## src/rtl/barrel_shift_pkg.sv

```systemverilog
// Shared definitions for the pipelined barrel shifter.
//   mode_e        : shift mode encoding (reserved code behaves as logical)
//   clog2         : constant-evaluable ceiling log2 for parameter math
//   stage_ctrl_t  : per-word control fields that travel with the data
// Data, tag and remaining amount ride alongside stage_ctrl_t as separate
// vectors because their widths depend on module parameters.
package barrel_shift_pkg;

    typedef enum logic [1:0] {
        MODE_LOGICAL = 2'b00,
        MODE_ARITH   = 2'b01,
        MODE_ROTATE  = 2'b10,
        MODE_RSVD    = 2'b11
    } mode_e;

    function automatic int clog2(input int value);
        int result = 0;
        for (int i = 0; i < 31; i++) begin
            if ((1 << i) < value) result = i + 1;
        end
        return result;
    endfunction

    typedef struct packed {
        logic  dir;   // 1 = right
        mode_e mode;  // normalised at capture: never MODE_RSVD in flight
        logic  sign;  // input MSB, used as fill for arithmetic right
        logic  ovf;   // amount >= DATA_WIDTH
    } stage_ctrl_t;

endpackage

```

## src/rtl/barrel_shift_stage.sv

```systemverilog
// One log2 stage of the barrel shifter: shifts by 2^K when amt[K] is set,
// with fill chosen by mode and direction. REG=1 places a register behind
// the shift (valid bit reset, payload loaded only for valid words);
// REG=0 makes the stage purely combinational.
// Ports:
//   clk, rst, advance            : clock, sync reset, global pipeline enable
//   src_valid/data/amt/tag/ctrl  : word entering the stage
//   dst_valid/data/amt/tag/ctrl  : word leaving the stage
module barrel_shift_stage
    import barrel_shift_pkg::*;
#(
    parameter int DATA_WIDTH = 32,
    parameter int TAG_W      = 4,
    parameter int SHIFT_W    = 5,
    parameter int K          = 0,
    parameter bit REG        = 1'b1
) (
    input  logic                  clk,
    input  logic                  rst,
    input  logic                  advance,
    input  logic                  src_valid,
    input  logic [DATA_WIDTH-1:0] src_data,
    input  logic [SHIFT_W-1:0]    src_amt,
    input  logic [TAG_W-1:0]      src_tag,
    input  stage_ctrl_t           src_ctrl,
    output logic                  dst_valid,
    output logic [DATA_WIDTH-1:0] dst_data,
    output logic [SHIFT_W-1:0]    dst_amt,
    output logic [TAG_W-1:0]      dst_tag,
    output stage_ctrl_t           dst_ctrl
);

    localparam int S = 1 << K;

    logic [DATA_WIDTH-1:0] shl;
    logic [DATA_WIDTH-1:0] shr;
    logic [DATA_WIDTH-1:0] shifted;

    always_comb begin
        shl = src_data << S;
        shr = src_data >> S;
        if (src_ctrl.mode == MODE_ROTATE) begin
            // bits pushed out of one end re-enter at the other
            shl = shl | (src_data >> (DATA_WIDTH - S));
            shr = shr | (src_data << (DATA_WIDTH - S));
        end else if (src_ctrl.mode == MODE_ARITH && src_ctrl.sign) begin
            // arithmetic left is plain logical left; only right needs sign fill
            shr = shr | ~({DATA_WIDTH{1'b1}} >> S);
        end
        if (src_amt[K]) begin
            shifted = src_ctrl.dir ? shr : shl;
        end else begin
            shifted = src_data;
        end
    end

    if (REG) begin : g_reg
        always_ff @(posedge clk) begin
            if (rst) begin
                dst_valid <= 1'b0;
            end else if (advance) begin
                dst_valid <= src_valid;
            end
        end

        always_ff @(posedge clk) begin
            if (advance && src_valid) begin
                dst_data <= shifted;
                dst_amt  <= src_amt;
                dst_tag  <= src_tag;
                dst_ctrl <= src_ctrl;
            end
        end
    end else begin : g_comb
        logic unused_ctl;
        assign unused_ctl = clk ^ rst ^ advance;
        assign dst_valid  = src_valid;
        assign dst_data   = shifted;
        assign dst_amt    = src_amt;
        assign dst_tag    = src_tag;
        assign dst_ctrl   = src_ctrl;
    end

endmodule

```

## src/rtl/barrel_shift_pipe.sv

```systemverilog
// Pipelined barrel shifter/rotator with valid/ready handshake and a tag
// carried alongside each word.
// Ports:
//   clk, rst          : clock, synchronous active-high reset
//   in_valid/in_ready : input handshake
//   in_data, in_amt   : word and unsigned shift amount (0..2^AMT_W-1)
//   in_dir, in_mode   : 1 = right; 00 logical, 01 arith, 10 rotate, 11 logical
//   in_tag            : sideband tag
//   out_valid/out_ready, out_data, out_tag, out_zero : registered result
// The last log2 stage is always combinational into the output register, so
// PIPELINE=1 gives SHIFT_W registers in the path and PIPELINE=0 gives one.
module barrel_shift_pipe
    import barrel_shift_pkg::*;
#(
    parameter int  DATA_WIDTH = 32,
    parameter int  TAG_W      = 4,
    parameter int  PIPELINE   = 1,
    localparam int SHIFT_W    = clog2(DATA_WIDTH),
    localparam int AMT_W      = SHIFT_W + 1
) (
    input  logic                  clk,
    input  logic                  rst,
    input  logic                  in_valid,
    output logic                  in_ready,
    input  logic [DATA_WIDTH-1:0] in_data,
    input  logic [AMT_W-1:0]      in_amt,
    input  logic                  in_dir,
    input  logic [1:0]            in_mode,
    input  logic [TAG_W-1:0]      in_tag,
    output logic                  out_valid,
    input  logic                  out_ready,
    output logic [DATA_WIDTH-1:0] out_data,
    output logic [TAG_W-1:0]      out_tag,
    output logic                  out_zero
);

    logic        advance;
    stage_ctrl_t in_ctrl;

    // Global stall: the whole pipe moves together or not at all.
    assign advance  = ~out_valid | out_ready;
    assign in_ready = advance;

    always_comb begin
        in_ctrl.dir  = in_dir;
        in_ctrl.mode = MODE_LOGICAL;
        if (in_mode == 2'b01) in_ctrl.mode = MODE_ARITH;
        if (in_mode == 2'b10) in_ctrl.mode = MODE_ROTATE;
        in_ctrl.sign = in_data[DATA_WIDTH-1];
        in_ctrl.ovf  = in_amt[SHIFT_W];
    end

    for (genvar k = 0; k < SHIFT_W; k++) begin : g_stage
        logic                  src_valid;
        logic [DATA_WIDTH-1:0] src_data;
        logic [SHIFT_W-1:0]    src_amt;
        logic [TAG_W-1:0]      src_tag;
        stage_ctrl_t           src_ctrl;
        logic                  dst_valid;
        logic [DATA_WIDTH-1:0] dst_data;
        logic [SHIFT_W-1:0]    dst_amt;
        logic [TAG_W-1:0]      dst_tag;
        stage_ctrl_t           dst_ctrl;

        if (k == 0) begin : g_src
            assign src_valid = in_valid;
            assign src_data  = in_data;
            assign src_amt   = in_amt[SHIFT_W-1:0];
            assign src_tag   = in_tag;
            assign src_ctrl  = in_ctrl;
        end else begin : g_src
            assign src_valid = g_stage[k-1].dst_valid;
            assign src_data  = g_stage[k-1].dst_data;
            assign src_amt   = g_stage[k-1].dst_amt;
            assign src_tag   = g_stage[k-1].dst_tag;
            assign src_ctrl  = g_stage[k-1].dst_ctrl;
        end

        barrel_shift_stage #(
            .DATA_WIDTH (DATA_WIDTH),
            .TAG_W      (TAG_W),
            .SHIFT_W    (SHIFT_W),
            .K          (k),
            .REG        ((PIPELINE != 0) && (k < SHIFT_W - 1))
        ) u_stage (
            .clk       (clk),
            .rst       (rst),
            .advance   (advance),
            .src_valid (src_valid),
            .src_data  (src_data),
            .src_amt   (src_amt),
            .src_tag   (src_tag),
            .src_ctrl  (src_ctrl),
            .dst_valid (dst_valid),
            .dst_data  (dst_data),
            .dst_amt   (dst_amt),
            .dst_tag   (dst_tag),
            .dst_ctrl  (dst_ctrl)
        );
    end

    logic                  last_valid;
    logic [DATA_WIDTH-1:0] last_data;
    logic [TAG_W-1:0]      last_tag;
    stage_ctrl_t           last_ctrl;
    logic [SHIFT_W-1:0]    unused_amt;
    logic [DATA_WIDTH-1:0] result;

    assign last_valid = g_stage[SHIFT_W-1].dst_valid;
    assign last_data  = g_stage[SHIFT_W-1].dst_data;
    assign last_tag   = g_stage[SHIFT_W-1].dst_tag;
    assign last_ctrl  = g_stage[SHIFT_W-1].dst_ctrl;
    assign unused_amt = g_stage[SHIFT_W-1].dst_amt;

    // Amounts >= DATA_WIDTH: rotate wraps (bit ignored), everything else
    // saturates to all-fill.
    always_comb begin
        result = last_data;
        if (last_ctrl.ovf && last_ctrl.mode != MODE_ROTATE) begin
            if (last_ctrl.mode == MODE_ARITH && last_ctrl.dir) begin
                result = {DATA_WIDTH{last_ctrl.sign}};
            end else begin
                result = '0;
            end
        end
    end

    always_ff @(posedge clk) begin
        if (rst) begin
            out_valid <= 1'b0;
            out_data  <= '0;
            out_tag   <= '0;
            out_zero  <= 1'b1;
        end else if (advance) begin
            out_valid <= last_valid;
            if (last_valid) begin
                out_data <= result;
                out_tag  <= last_tag;
                out_zero <= (result == '0);
            end
        end
    end

endmodule

```

## config.mk

```make
export PLATFORM = sky130hd
export DESIGN_NAME = barrel_shift_pipe
export DESIGN_NICKNAME = d
export VERILOG_FILES = /design/src/rtl/barrel_shift_pkg.sv /design/src/rtl/barrel_shift_stage.sv /design/src/rtl/barrel_shift_pipe.sv
export SDC_FILE = /design/constraint.sdc
export NUM_CORES = 1
export LEC_CHECK = 0
export ABC_CLOCK_PERIOD_IN_PS = 2100
export BUFFER_PORTS_ARGS = -buffer_cell sky130_fd_sc_hd__buf_2
export CORE_MARGIN = 4
export CORE_UTILIZATION = 54
export CTS_CLUSTER_SIZE = 8
export DETAILED_ROUTE_END_ITERATION = 16
export PLACE_DENSITY_LB_ADDON = 0.2
export SYNTH_ARGS = -nofsm -noshare
export SYNTH_HDL_FRONTEND = slang
export SYNTH_SLANG_ARGS = --single-unit
export TNS_END_PERCENT = 5
```

## constraint.sdc

```tcl
create_clock -name clk -period 2.1 [get_ports clk]
set_input_delay 0.21 -clock clk [delete_from_list [all_inputs] [get_ports clk]]
set_output_delay 0.21 -clock clk [all_outputs]
set_load 0.005 [all_outputs]
```

Word level (Yosys, flattened, before mapping)
Index checks and enable logic that the tools add are counted.
Widths: inputs -> output; s select.

word-level totals
  bits in registers = 226
  bits of input ports = 49
  output and inout port bits = 39
  logic and storage cells = 102

cells by class
  equality and inequality tests = 13
  muxes and demuxes = 29
  bitwise logic cells = 11
  reductions and logical operators = 13

operator list
  kind                number
  $mux 32             27
  $logic_not 32->1    1
  $or 24x32->32       1
  $or 28x32->32       1
  $or 30x32->32       1
  $or 31x32->32       1
  $or 32x1->32        1
  $or 32x16->32       1
  $or 32x2->32        1
  $or 32x4->32        1
  $or 32x8->32        1
  $eq 2x1->1 const B  6
  $eq 2x2->1 const B  6
  $logic_and 1x1->1   11
  $mux 2              1
  $ne 2x2->1 const B  1
  $reduce_and 2->1    1
  $mux 1              1
  $not 1->1           1
  $or 1x1->1          1

Depth between registers and ports, before layout
Gate-level depths: netlist (run 1).

  depth in word-level cells = 9
  depth in mapped cells = 8
  mapped depth without buffers = 7

Cells and area by module
From an unflattened synthesis (run 1), not the netlist that was laid out.

second synthesis, totals
  cell total of the unflattened synthesis = 928
  area, all modules = 11,089.4 sq um

by module, submodules not included
  module                                    times used  cells each  area an instance (sq um)  sequential area each (sq um)
  barrel_shift_stage at g_stage[2].u_stage  1           171         2,215.9                   1,401.3
  barrel_shift_stage at g_stage[1].u_stage  1           163         2,167.1                   1,401.3
  barrel_shift_stage at g_stage[3].u_stage  1           172         2,155.8                   1,401.3
  barrel_shift_stage at g_stage[0].u_stage  1           162         2,149.6                   1,401.3
  barrel_shift_pipe                         1           183         1,769.2                   760.7
  barrel_shift_stage at g_stage[4].u_stage  1           77          631.9                     0.0

Least setup slack after synthesis (run 1)
OpenSTA, ideal clock, no wires.

  path kind = reg2reg
  from = register g_stage[3].u_stage.dst_data[26]
  to = register out_zero
  setup time = 0.057 ns
  data arrival time = 1.993 ns
  required time = 2.043 ns
  setup slack = 0.050 ns
  stages on the path, launching flop included = 7
  buffers on the path = 0
  period minus slack after synthesis = 2.050 ns
  cell sequence = edfxtp_1 > or4_4 > or3_1 > a222oi_1 > nand4_1 > o31ai_1 > a221o_2

on the way
  word-level cells in the longest chain between the ends = 6
  elaborated cells on any way between the ends = 8
  those cells by class = mux (6); bitwise (1); reduce/logical (1)

RTL lines
  item                                             line                                                                          source
  from (decl)                                      barrel_shift_stage.sv:27                                                      output logic [DATA_WIDTH-1:0] dst_data,
  from (signal assigned)                           barrel_shift_stage.sv:68                                                      dst_data <= shifted;
  $or 32x16->32 / $mux 32 (equally long branches)  barrel_shift_stage.sv:44, barrel_shift_stage.sv:45, barrel_shift_stage.sv:46
  $mux 32                                          barrel_shift_stage.sv:42                                                      if (src_ctrl.mode == MODE_ROTATE) begin
  $mux 32                                          barrel_shift_stage.sv:51                                                      shifted = src_ctrl.dir ? shr : shl;
  $mux 32 *                                        barrel_shift_stage.sv:50                                                      if (src_amt[K]) begin
  $mux 32 *                                        barrel_shift_pipe.sv:119                                                      if (last_ctrl.ovf && last_ctrl.mode != MODE_ROTATE) begin
  $logic_not 32->1 *                               barrel_shift_pipe.sv:139                                                      out_zero <= (result == '0);
  to (signal assigned)                             barrel_shift_pipe.sv:139
  to (decl)                                        barrel_shift_pipe.sv:34                                                       output logic out_zero

Mark *: on every way between the ends. The rest lies on a longest branch, timed or not.
A chain may end at the register's enable or synchronous reset.

Final worst setup path (run 1)
  from = register g_stage[3].u_stage.dst_amt[4]
  to = register out_zero

on the way
  word-level cells in the longest chain between the ends = 3

RTL lines
  item                    line                      source
  from (decl)             barrel_shift_stage.sv:28  output logic [SHIFT_W-1:0] dst_amt,
  from (signal assigned)  barrel_shift_stage.sv:69  dst_amt <= src_amt;
  $mux 32                 barrel_shift_stage.sv:50
  $mux 32                 barrel_shift_pipe.sv:119
  $logic_not 32->1        barrel_shift_pipe.sv:139

Every way passes these cells.

==> reports/metrics.cfg, run 1 <==
[critical_path]
end_kind = flop
slowest_stage = or4_4
startpoint = g_stage[3].u_stage.dst_amt[4]
cp.arrival_ns = 2.65
cp_max_fo = 2
cp_num_buf_inv = 0
cp_top_family = simple AND/OR/NAND/NOR gates
r2r_start = g_stage[3].u_stage.dst_amt[4]
crit_chain = or4_4 > or3_1 > a222oi_1 > nand4_1 > o31ai_2 > a221o_2
critPathMaxStageDelay_ns = 0.55
path_class = flop to flop
worst_ep_required_time_ns = 2.57
startpoint_type = flop

[logic_synthesis]
synth-simple-area-share = 0.1197
synth_fp_nets = 1031
yosysWarnings = 0
synth-seq-cells = 216
yosys.area_share.adder = 0
seq_area_frac_synth = 0.5896
synthMuxAreaShare = 0.1107
syn_area_sq_mm = 0.01029
synth_compound_area_frac = 0.1481
synth_xor_area_frac = 0
ys_types = 49
synth_top_family_by_area = compound AO/OA/AOI/OAI gates
synthCells = 982
postSynthAreaPerCell_sq_um = 10.48

[clock_network]
cts-root-buf = clkbuf_16
insertion_delay_ns = 0.53
clkSinkCount = 216
htreeDepth = 1
cts.clk_slew.worst_paths_ns = 0.05
cts_tree = done
cts_setup_buffers = 0
clock_path_buffers = 3
cts_buffers = 30

[die]
pin_count = 88
die_w_um = 146.0
die_area_sq_mm = 0.02132
rows = 50
core-area_sq_mm = 0.01871
start_util = 0.5500
dieHeight_um = 146.0

[status]
violations = negative setup slack
outcome = finished with violations

[global_route]
antenna_found_initial = 0
grt_pass1_wl_um = 37440
grt_usage = 0.2133
grt_pass1_vias = 7300
grt_max_degree = 57
overflow = 0

[timing]
setup_viol = 1
rsz0062_at_grt = true
relSlewSlack = 0.5147
slew_violations = 0
period_needed_ns = 2.176
finClkSkew_ns = 0.01202
worst_slew_pin_slew_ns = 0.7279
max_freq_mhz = 459.6
hold_viol_final = 0
hold_slack_ns = 0.03463
finalCritPeriodShare = 1.036
setup_ws_ns = -0.07588

[place]
dp_hpwl_um = 16520
place_inst = 1287
port_buffers = 87
place_congestion = 0.9207
place_ws_ns = -0.1588

[min_path]
min_path_type = input pin to flop
worstHoldStart = in_data[6]

[drt]
first_pass_iters = 6
totalWireLength_um = 22870
met3WireLength_um = 926
antenna_left = 0
drc_errors = 0
num_vias = 7616
vias_per_cell = 5.675
top_layer = met4
drt_iter0_markers = 461
met2_length_um = 11590
wl_met1_um = 9498
post_drt_wl_per_cell_um = 17.04

[pwr]
switching_share = 0.2164
clockPowerShare = 0.419
p_sw_w = 0.002139
vdd_ir_drop_max_uv = 670.8
p_int_w = 0.007744
p_leak_nw = 4.747
p_comb_frac = 0.077
p_per_area_mw_per_mm2 = 810.6
pwr-share-seq = 0.504

[run]
drv_cap = 0

[finish]
final_cells = 1342
diodes = 0
area_delta_synth_final_pct = 18.50
layout.nets = 1147
drive_above_1_share = 0.1778

cell usage after synthesis, drive strengths merged:
| cell | number | area share |
|---|---|---|
| a311oi | 2 | 0.0017 |
| mux2i | 98 | 0.095 |
| nand3 | 3 | 0.0015 |
| a22o | 1 | 0.00085 |
| a31o | 2 | 0.0017 |
| o21ai | 15 | 0.0073 |
| nor2 | 197 | 0.072 |
| o221ai | 2 | 0.0017 |
| or4 | 4 | 0.0033 |
| o32ai | 1 | 0.00085 |
| nor2b | 9 | 0.0055 |
| a222oi | 1 | 0.00097 |
| a21o | 2 | 0.0015 |
| o32a | 1 | 0.00097 |
| o31ai | 1 | 0.00073 |
| nor4 | 3 | 0.0018 |
| o211ai | 2 | 0.0015 |
| edfxtp | 174 | 0.51 |
| o22ai | 20 | 0.012 |
| nand4 | 1 | 0.00061 |
| buf | 14 | 0.0072 |
| or3 | 1 | 0.00061 |
| a21oi | 199 | 0.097 |
| mux2 | 14 | 0.015 |
| clkinv | 1 | 0.00036 |
| and3b | 1 | 0.00085 |
| and3 | 1 | 0.00061 |
| o221a | 1 | 0.0011 |
| o2bb2ai | 11 | 0.0094 |
| a221o | 1 | 0.0011 |
| nand4b | 1 | 0.00085 |
| or2 | 1 | 0.00061 |
| a22oi | 4 | 0.0029 |
| clkbuf | 58 | 0.021 |
| o41ai | 1 | 0.00085 |
| nand2b | 2 | 0.0012 |
| nor3 | 18 | 0.0088 |
| inv | 9 | 0.0033 |
| nand2 | 57 | 0.021 |
| a2bb2oi | 2 | 0.0017 |
| dfxtp | 42 | 0.082 |
| and2 | 1 | 0.00061 |
| o211a | 1 | 0.00097 |
| a211oi | 2 | 0.0015 |
worst paths after layout:
| path | slack, ns | endpoint | cells past startpoint |
|---|---|---|---|
| min reg2reg | 0.42 | g_stage[3].u_stage.dst_ctrl[0] | 0 |
| max | -0.08 | out_zero | 6 |
| max reg2reg | -0.08 | out_zero | 6 |
| min | 0.03 | g_stage[0].u_stage.dst_data[6] | 3 |
stage by stage:
step | power, W | setup TNS (ns) | util | cell area [sq um]
after floorplan | 0.005511 | 0 | - | 10290
after global placement | 0.005774 | -0.06283 | 0.6012 | 11250
after detailed placement | 0.005791 | -0.1588 | 0.6012 | 11250
after CTS | 0.009959 | -0.1208 | 0.6516 | 12190
after global routing | 0.01025 | -0.1857 | 0.6518 | 12190
final | 0.009882 | -0.07588 | 0.6518 | 12190
layout by cell type (no fill, tap or decap), types with 14 or more instances in the layout:
cell and n:
a21oi_1 199, buf_2 87, buf_4 48, clkbuf_16 30, dfxtp_1 42, edfxtp_1 174
mux2_2 14, mux2i_1 98, nand2_1 56, nor2_1 197, nor3_1 18, o21ai_0 15
o22ai_1 20
tightest hold or removal path: stages:
cell     delay [ns]
buf_2          0.10
nor2_1         0.04
a21oi_1        0.10
sequential cells by signal, summed over array words and instances (netlist names):
name                       cells
g_stage.u_stage.dst_amt       10
g_stage.u_stage.dst_ctrl      20
g_stage.u_stage.dst_data     128
g_stage.u_stage.dst_tag       16
g_stage.u_stage.dst_valid      4
out_data                      32
out_tag                        4
out_valid                      1
out_zero                       1
cell type report:
type | count | area [sq um]
well taps | 234 | 292.8
inverters | 10 | 37.54
fillers | 1393 | 6514
flip-flops and latches | 216 | 6066
clock buffers | 41 | 792.0
repair buffers | 156 | 1086
clock inverters | 1 | 16.27
multi-input cells | 684 | 3901
routing by layer:
layer	vias to the layer above	GRT usage
met4	0	0.08231
met1	3544	0.2681
met5	-	0
li1	3821	-
met3	53	0.02948
met2	198	0.3761
cells by family (layout without fill, tap and decap cells):
| family | after synthesis | count (layout) |
|---|---|---|
| simple gates | 300 | 300 |
| compound gates | 272 | 272 |
| flops | 216 | 216 |
| mux | 112 | 112 |
| buf+inv | 82 | 208 |
what timing repair did:
item / CTS / global route
setup endpoints to repair: 1 / 11
endpoints found under the hold margin: 13 / 0
resized for setup: 1 / 1
hold buffers: 13 / 0
pin swaps: 1 / 0
power groups by stage:
| stage | sequential [W] | clock, W | combinational [W] |
|---|---|---|---|
| after floorplan | 0.00500 | 0 | 0.000508 |
| after global placement | 0.00505 | 0 | 0.000719 |
| after detailed placement | 0.00506 | 0 | 0.000732 |
| after CTS | 0.00498 | 0.00422 | 0.000758 |
| after global routing | 0.00500 | 0.00441 | 0.000847 |
| final | 0.00498 | 0.00414 | 0.000759 |
No activity file was read; power rests on OpenSTA's default activity.
==> run 2, diff against run 1 <==
ABC_AREA = 1   (was unset)
TNS_END_PERCENT = 100   (was 5)
==> run 2 against run 1 <==
  * The run now ends clean
  * Critical path type unchanged
  * Synthesized area decreased by 1.7%
  * Die area decreased by 1.6%
  * Worst setup slack improved by 0.40 ns
  * Clock skew increased by 0.0046 ns
  * Register-to-register slack improved by 0.40 ns
  * Wire length decreased by 4.6%
  * Combinational power decreased by 8.2%
  * Final area decreased by 3.5%
  * Critical endpoint unchanged
  * Fmax increased by 23%
  * Core utilization decreased by 0.57 points
  * Via count increased by 4.4%
  * Highest routed layer unchanged
==> reports/metrics.cfg, run 2 <==
[status]
outcome = complete, no violations

[logic_synthesis]
synthCells = 1123  ; +14%
synth-seq-cells = 216  ; unchanged
synth-simple-area-share = 0.1588  ; +0.03912
ys_types = 25  ; -49%
yosys.area.top_type = edfxtp_1
synth_xor_area_frac = 0  ; unchanged
seq_area_frac_synth = 0.6000  ; +0.01043
postSynthAreaPerCell_sq_um = 9.002  ; -14%
synth_fp_nets = 1172  ; +14%
synth_compound_area_frac = 0.1804  ; +0.03232
syn_area_sq_mm = 0.01011  ; -1.7%
synth.top_cell.area_share = 0.5168  ; +0.008988
synth_most_common_cell = nand2_1
synth_common_cells = nand2_1 (255), edfxtp_1 (174), o21ai_0 (158)
synthMuxAreaShare = 0  ; -0.1107
yosys.area_share.adder = 0  ; unchanged
synth_ff_type = edfxtp_1
yosysWarnings = 0  ; unchanged
synth_edf_count = 174  ; unchanged
synth_top_family_by_area = compound AO/OA/AOI/OAI gates
async_reset_ff_frac = 0  ; unchanged
netlist_top_cells_area = edfxtp_1 (52%), nand2_1 (9.5%), dfxtp_1 (8.3%), o21ai_0 (7.8%), nor2_1 (5.8%)

[drt]
drt_iter0_markers = 538  ; +17%
vias_per_cell = 5.450  ; -4.0%
drc_errors = 0  ; unchanged
antenna_left = 0  ; unchanged
post_drt_wl_per_cell_um = 14.95  ; -12%
first_pass_iters = 6  ; unchanged
num_vias = 7951  ; +4.4%
totalWireLength_um = 21810  ; -4.6%

[timing]
slew_violations = 0  ; unchanged
worst_slew_pin_slew_ns = 0.7153  ; -0.01254 ns
setup_viol = 0  ; -1
hold_viol_final = 0  ; unchanged
max_freq_mhz = 564.1  ; +23%
finClkSkew_ns = 0.01664  ; +0.004626 ns
tns_ns = 0  ; +0.07588 ns
period_needed_ns = 1.773  ; -0.4032 ns
relSlewSlack = 0.5231  ; +0.008360
setup_ws_ns = 0.3273  ; +0.4032 ns
rsz0062_at_grt = false
finalCritPeriodShare = 0.8442  ; -0.1920

[critical_path]
rrSetupSlack_ns = 0.33  ; +0.40 ns
end_kind = flop
critPathMaxStageDelay_ns = 0.40  ; -0.15 ns
startpoint_type = flop
r2r_start = g_stage[3].u_stage.dst_ctrl[3]
startpoint = g_stage[3].u_stage.dst_ctrl[3]
crit_top_cell = nand2_1
r2r-end = out_zero
crit_chain = nand2_2 > nand2_1 > nand2_1 > nand2_1 > nand2_1 > nand2_1 > nor2_1 > nand2_1 > nor2_1 > nand3_1 > nand2_1
cp_num_buf_inv = 0  ; unchanged
cp_top_family = simple AND/OR/NAND/NOR gates
worst_ep_required_time_ns = 2.57  ; about the same
worstRegToRegCells = 11  ; +5
slowest_stage = edfxtp_1
path_class = flop to flop
cp.arrival_ns = 2.24  ; -0.41 ns
cp_max_fo = 16  ; +14

[clock_network]
cts_tree = done
insertion_delay_ns = 0.53  ; about the same
cts_buffers = 30  ; unchanged
clkSinkCount = 216  ; unchanged
cts.clk_slew.worst_paths_ns = 0.05  ; about the same
clock_path_buffers = 3  ; unchanged
cts-root-buf = clkbuf_16
htreeDepth = 1  ; unchanged
ctsResizeCount = 0  ; -1

[place]
place_ws_ns = 0.3714  ; +0.5302 ns
dp_hpwl_um = 15200  ; -8.0%
port_buffers = 87  ; unchanged
place_congestion = 0.9171  ; -0.39%

[die]
start_util = 0.5552  ; +0.005179
die_area_sq_mm = 0.02097  ; -1.6%
die_w_um = 144.8  ; -0.83%
rows = 49  ; -2.0%
core-area_sq_mm = 0.01821  ; -2.7%
dieHeight_um = 144.8  ; -0.83%
pin_count = 88  ; unchanged

[pwr]
p_per_area_mw_per_mm2 = 848.1  ; +4.6%
p_leak_nw = 4.773  ; +0.55%
p_comb_frac = 0.070  ; -0.007
p_int_w = 0.007818  ; +0.96%
switching_share = 0.2164  ; about the same
pwr-share-seq = 0.496  ; -0.008
clockPowerShare = 0.434  ; +0.015
vdd_ir_drop_max_uv = 581.4  ; -13%
p_sw_w = 0.002160  ; +0.97%

[min_path]
hold_end = g_stage[0].u_stage.dst_data[4]
hold-path-cell-count = 3  ; unchanged
min_path_type = input pin to flop
worstHoldStart = in_data[4]

[global_route]
grt_max_degree = 65  ; +14%
antenna_found_initial = 0  ; unchanged
grt_pass1_wl_um = 34970  ; -6.6%
grt_pass1_vias = 7187  ; -1.5%
grt_usage = 0.2072  ; -0.006079
overflow = 0  ; unchanged

[finish]
layout_commonest_cell = nand2_1
area_delta_synth_final_pct = 16.37
largest_register = g_stage.u_stage.dst_data
layout_common_cells = nand2_1 (255), edfxtp_1 (174), o21ai_0 (158)
largestRegisters = g_stage.u_stage.dst_data (128), out_data (32), g_stage.u_stage.dst_ctrl (20)
diodes = 0  ; unchanged
drive_above_1_share = 0.1236  ; -0.05422
layout.nets = 1257  ; +9.6%
largest_reg_flops = 128  ; unchanged

[run]
drv_cap = 0  ; unchanged

==> run 2: cell types whose count changed after synthesis, sizes merged, moves of 18 or more <==
cell,previous run,this run
a21oi,199,74
a31oi,0,67
inv,9,81
mux2i,98,0
nand2,57,258
nor2,197,157
nor3,18,0
o211ai,2,27
o21ai,15,158
o22ai,20,1
==> run 2: kinds of logic (layout without fill, tap and decap cells) <==
family	count (synthesis)	after routing
DFF	216	216
buffers and inverters	155	262
AOI/OAI and AO/OA	331	331
and+or+nand+nor	421	421
==> run 2: power by group through the flow <==
| stage | registers, W | clock network [W] | logic (W) |
|---|---|---|---|
| global route | 0.00496 | 0.00463 | 0.000793 |
| CTS | 0.00495 | 0.00442 | 0.000696 |
| floorplan | 0.00499 | 0 | 0.000460 |
| global placement | 0.00502 | 0 | 0.000655 |
| finish | 0.00495 | 0.00433 | 0.000697 |
| detailed placement | 0.00503 | 0 | 0.000669 |
==> run 2: timing repair <==
item                      4_1_cts  5_1_grt
setup buffers                   0        0
hold buffers                   14        0
hold endpoints to repair       17        0
==> run 2: through the flow <==
stage	std cells	hold WS, ns	power (W)	utilization	instance area [sq um]
final	1459	0.05380	0.009978	0.6461	11770
after floorplan	1123	0.2791	0.005449	-	10110
after detailed placement	1391	0.3885	0.005697	0.5911	10760
after CTS	1459	0.03681	0.01006	0.6461	11770
after global routing	1459	0.06537	0.01039	0.6461	11770
after global placement	1391	0.3862	0.005680	0.5911	10760
==> run 2: worst max path at each step <==
| stage | endpoint | depth (start not counted) |
|---|---|---|
| final | out_zero | 11 |
| after global routing | out_zero | 11 |
| after CTS | out_zero | 11 |
| after detailed placement | out_zero | 11 |
| after global placement | out_zero | 11 |
| after floorplan | g_stage[0].u_stage.dst_amt[1] | 5 |
==> run 2: metal layers <==
layer / vias up / GRT usage / wire length (um)
met1: 3623 / 0.2528 / 8902
met2: 253 / 0.3721 / 11200
li1: 4028 / - / -
met4: 0 / 0.07757 / 643
met3: 47 / 0.03056 / 1066
met5: - / 0 / 0
==> run 2: cell type report <==
| cell class | count | area (sq um) |
|---|---|---|
| fillers | 1458 | 6444 |
| flip-flops and latches | 216 | 6066 |
| multi-input cells | 752 | 3432 |
| clock buffers | 54 | 862.1 |
| repair buffers | 125 | 805.8 |
| inverters | 83 | 312.8 |
| well taps | 229 | 286.5 |
==> run 2: tightest hold or removal path, delay by kind of cell <==
kind                   cells  cell delay, ns
AO/OA/AOI/OAI              1            0.12
buffers and inverters      1            0.10
AND/OR/NAND/NOR            1            0.04
==> run 3, diff against run 2 <==
ABC_CLOCK_PERIOD_IN_PS = 1400   (was 2100)
clock period = 1.4 ns   (was 2.1 ns; I/O delays follow)
==> run 3 against run 2 <==
  * The run now ends with negative setup slack left
  * Total power grew 53%
  * Fmax grew 11%
  * Non-clock buffer count grew 92
  * First-iteration DRC count grew 25%
  * Clock-buffer cell count shrank 1
  * Combinational power grew 89%
  * Critical endpoint unchanged
  * Highest routed layer unchanged
==> reports/metrics.cfg, run 3 (synthesis results as in run 2) <==
[clock_network]
cts_buffers = 31  ; +3.3%
cts-root-buf = clkbuf_16
htreeDepth = 1  ; unchanged
clock_path_buffers = 3  ; unchanged
cts.clk_slew.worst_paths_ns = 0.05  ; about the same
clkSinkCount = 216  ; unchanged
insertion_delay_ns = 0.53  ; about the same
cts_tree = done

[finish]
diodes = 0  ; unchanged
design_area_sq_mm = 0.01297  ; +10%
layout_commonest_cell = nand2_1
layout.nets = 1350  ; +7.4%
area_delta_synth_final_pct = 28.30
drive_above_1_share = 0.2035  ; +0.07990
largest_reg_flops = 128  ; unchanged
final_cells = 1551  ; +6.3%
final.fill_count = 1327  ; -9.0%
largestRegisters = g_stage.u_stage.dst_data (128), out_data (32), g_stage.u_stage.dst_ctrl (20)
multi_input_area_sq_mm = 0.003600  ; +4.9%
largest_register = g_stage.u_stage.dst_data
regArea_sq_mm = 0.006067  ; about the same
layout_common_cells = nand2_1 (242), edfxtp_1 (174), nor2_1 (138)

[place]
dpl_cell_area_sq_mm = 0.01135  ; +5.4%
place_inst = 1441  ; +3.6%
place_congestion = 0.9611  ; +4.8%
dp_hpwl_um = 16070  ; +5.7%
port_buffers = 87  ; unchanged

[drt]
drt_iter0_markers = 672  ; +25%
vias_per_cell = 5.513  ; +1.2%
num_vias = 8551  ; +7.5%
post_drt_wl_per_cell_um = 15.61  ; +4.4%
drc_errors = 0  ; unchanged
totalWireLength_um = 24210  ; +11%
first_pass_iters = 6  ; unchanged
antenna_left = 0  ; unchanged

[pwr]
p_leak_nw = 5.259  ; +10%
p_sw_w = 0.003378  ; +56%
p_int_w = 0.01190  ; +52%
switching_share = 0.2210  ; +0.004594
p_comb_frac = 0.086  ; +0.016
p_per_area_mw_per_mm2 = 1178  ; +39%
vdd_ir_drop_max_uv = 1028  ; +77%
pwr-share-seq = 0.486  ; -0.010
clockPowerShare = 0.428  ; -0.006

[timing]
worst_slew_pin_slew_ns = 0.3017  ; -0.4136 ns
period_needed_ns = 1.601  ; -0.1715 ns
max_freq_mhz = 624.5  ; +11%
relSlewSlack = 0.7989  ; +0.2758
finalCritPeriodShare = 1.144  ; +0.2996
setup_ws_ns = -0.2012  ; -0.5285 ns
hold_slack_ns = 0.02922  ; -0.02458 ns
tns_ns = -0.4064  ; -0.4064 ns
finClkSkew_ns = 0.009834  ; -0.006811 ns
slew_violations = 0  ; unchanged
setup_viol = 7  ; +7
hold_viol_final = 0  ; unchanged
rsz0062_at_grt = true

[critical_path]
r2r_start = g_stage[3].u_stage.dst_ctrl[3]
crit_top_cell = nand2_1
worst_ep_required_time_ns = 1.87  ; -0.70 ns
startpoint = g_stage[3].u_stage.dst_ctrl[3]
startpoint_type = flop
cp_max_fo = 7  ; -9
end_kind = flop
slowest_stage = edfxtp_1
cp_num_buf_inv = 2  ; +2
path_class = flop to flop
cp_top_family = simple AND/OR/NAND/NOR gates
cp.arrival_ns = 2.07  ; -0.17 ns
critPathMaxStageDelay_ns = 0.43  ; +0.03 ns
crit_chain = nand2_4 > nand2_4 > inv_8 > clkbuf_16 > nor2_1 > nand2_1 > nand2_1 > nor2_1 > nand2_1 > nor2_2 > nand3_1 > nand2_1

[die]
die_area_sq_mm = 0.02097  ; unchanged
pin_count = 88  ; unchanged
dieHeight_um = 144.8  ; unchanged
core-area_sq_mm = 0.01821  ; unchanged
die_w_um = 144.8  ; unchanged
start_util = 0.5552  ; unchanged
rows = 49  ; unchanged

[global_route]
grt_pass1_vias = 8111  ; +13%
grt_max_degree = 65  ; unchanged
grt_pass1_wl_um = 38490  ; +10%
antenna_found_initial = 0  ; unchanged
overflow = 0  ; unchanged
grt_usage = 0.2278  ; +0.02058

[run]
drv_cap = 0  ; unchanged

[status]
violations = negative setup slack
outcome = finished with violations

[min_path]
worstHoldStart = in_data[1]
min_path_type = input pin to flop

==> run 3: stage by stage <==
stage | total power [W] | worst slack, ns | utilization
floorplan | 0.008180 | -0.2854 | -
global placement | 0.008628 | -0.1146 | 0.6232
detailed placement | 0.008665 | -0.1485 | 0.6232
CTS | 0.01531 | -0.1032 | 0.6966
global route | 0.01593 | -0.2767 | 0.7124
finish | 0.01528 | -0.2012 | 0.7124
==> run 3: power groups by stage <==
| stage | clock network, W | logic [W] | registers (W) |
|---|---|---|---|
| floorplan | 0 | 0.000698 | 0.00748 |
| global placement | 0 | 0.00110 | 0.00753 |
| detailed placement | 0 | 0.00113 | 0.00753 |
| CTS | 0.00666 | 0.00124 | 0.00741 |
| global route | 0.00703 | 0.00147 | 0.00744 |
| finish | 0.00654 | 0.00132 | 0.00742 |
==> run 3: final timing paths <==
| check | to | slack, ns | cells after the start |
|---|---|---|---|
| worst max register to register | out_zero | -0.20 | 12 |
| worst min register to register | g_stage[2].u_stage.dst_ctrl[0] | 0.41 | 0 |
| worst min-delay path | g_stage[0].u_stage.dst_data[1] | 0.03 | 3 |
| worst max-delay path | out_zero | -0.20 | 12 |
==> run 3: layout make-up <==
type                    instances  area share
multi-input cells             752      0.2775
inverters                      83     0.02614
clock buffers                  53     0.06617
well taps                     229     0.02209
repair buffers                217      0.1397
clock inverters                 1   0.0006752
flip-flops and latches        216      0.4677
==> run 3: layer usage <==
metal | global-route usage | routed length (um) | vias to the layer above
met2 | 0.4279 | 13000 | 282
li1 | - | - | 4219
met4 | 0.09033 | 710 | 0
met1 | 0.2600 | 9396 | 3987
met5 | 0 | 0 | -
met3 | 0.03155 | 1102 | 63
==> run 3: worst reg2reg max path, delay by kind of cell, from the launching register on <==
| kind | cells | cell delay [ns] |
|---|---|---|
| AND/OR/NAND/NOR | 10 | 0.87 |
| flip-flops | 1 | 0.43 |
| buffers and inverters | 2 | 0.24 |
==> run 3: what timing repair did <==
| action | CTS | global route |
|---|---|---|
| pin swaps | 4 | 15 |
| setup buffers | 1 | 6 |
| hold buffers | 45 | 0 |
| endpoints found under the setup margin | 16 | 77 |
| hold endpoints to repair | 44 | 0 |
| gates resized for setup | 5 | 78 |
| gates cloned | 0 | 4 |
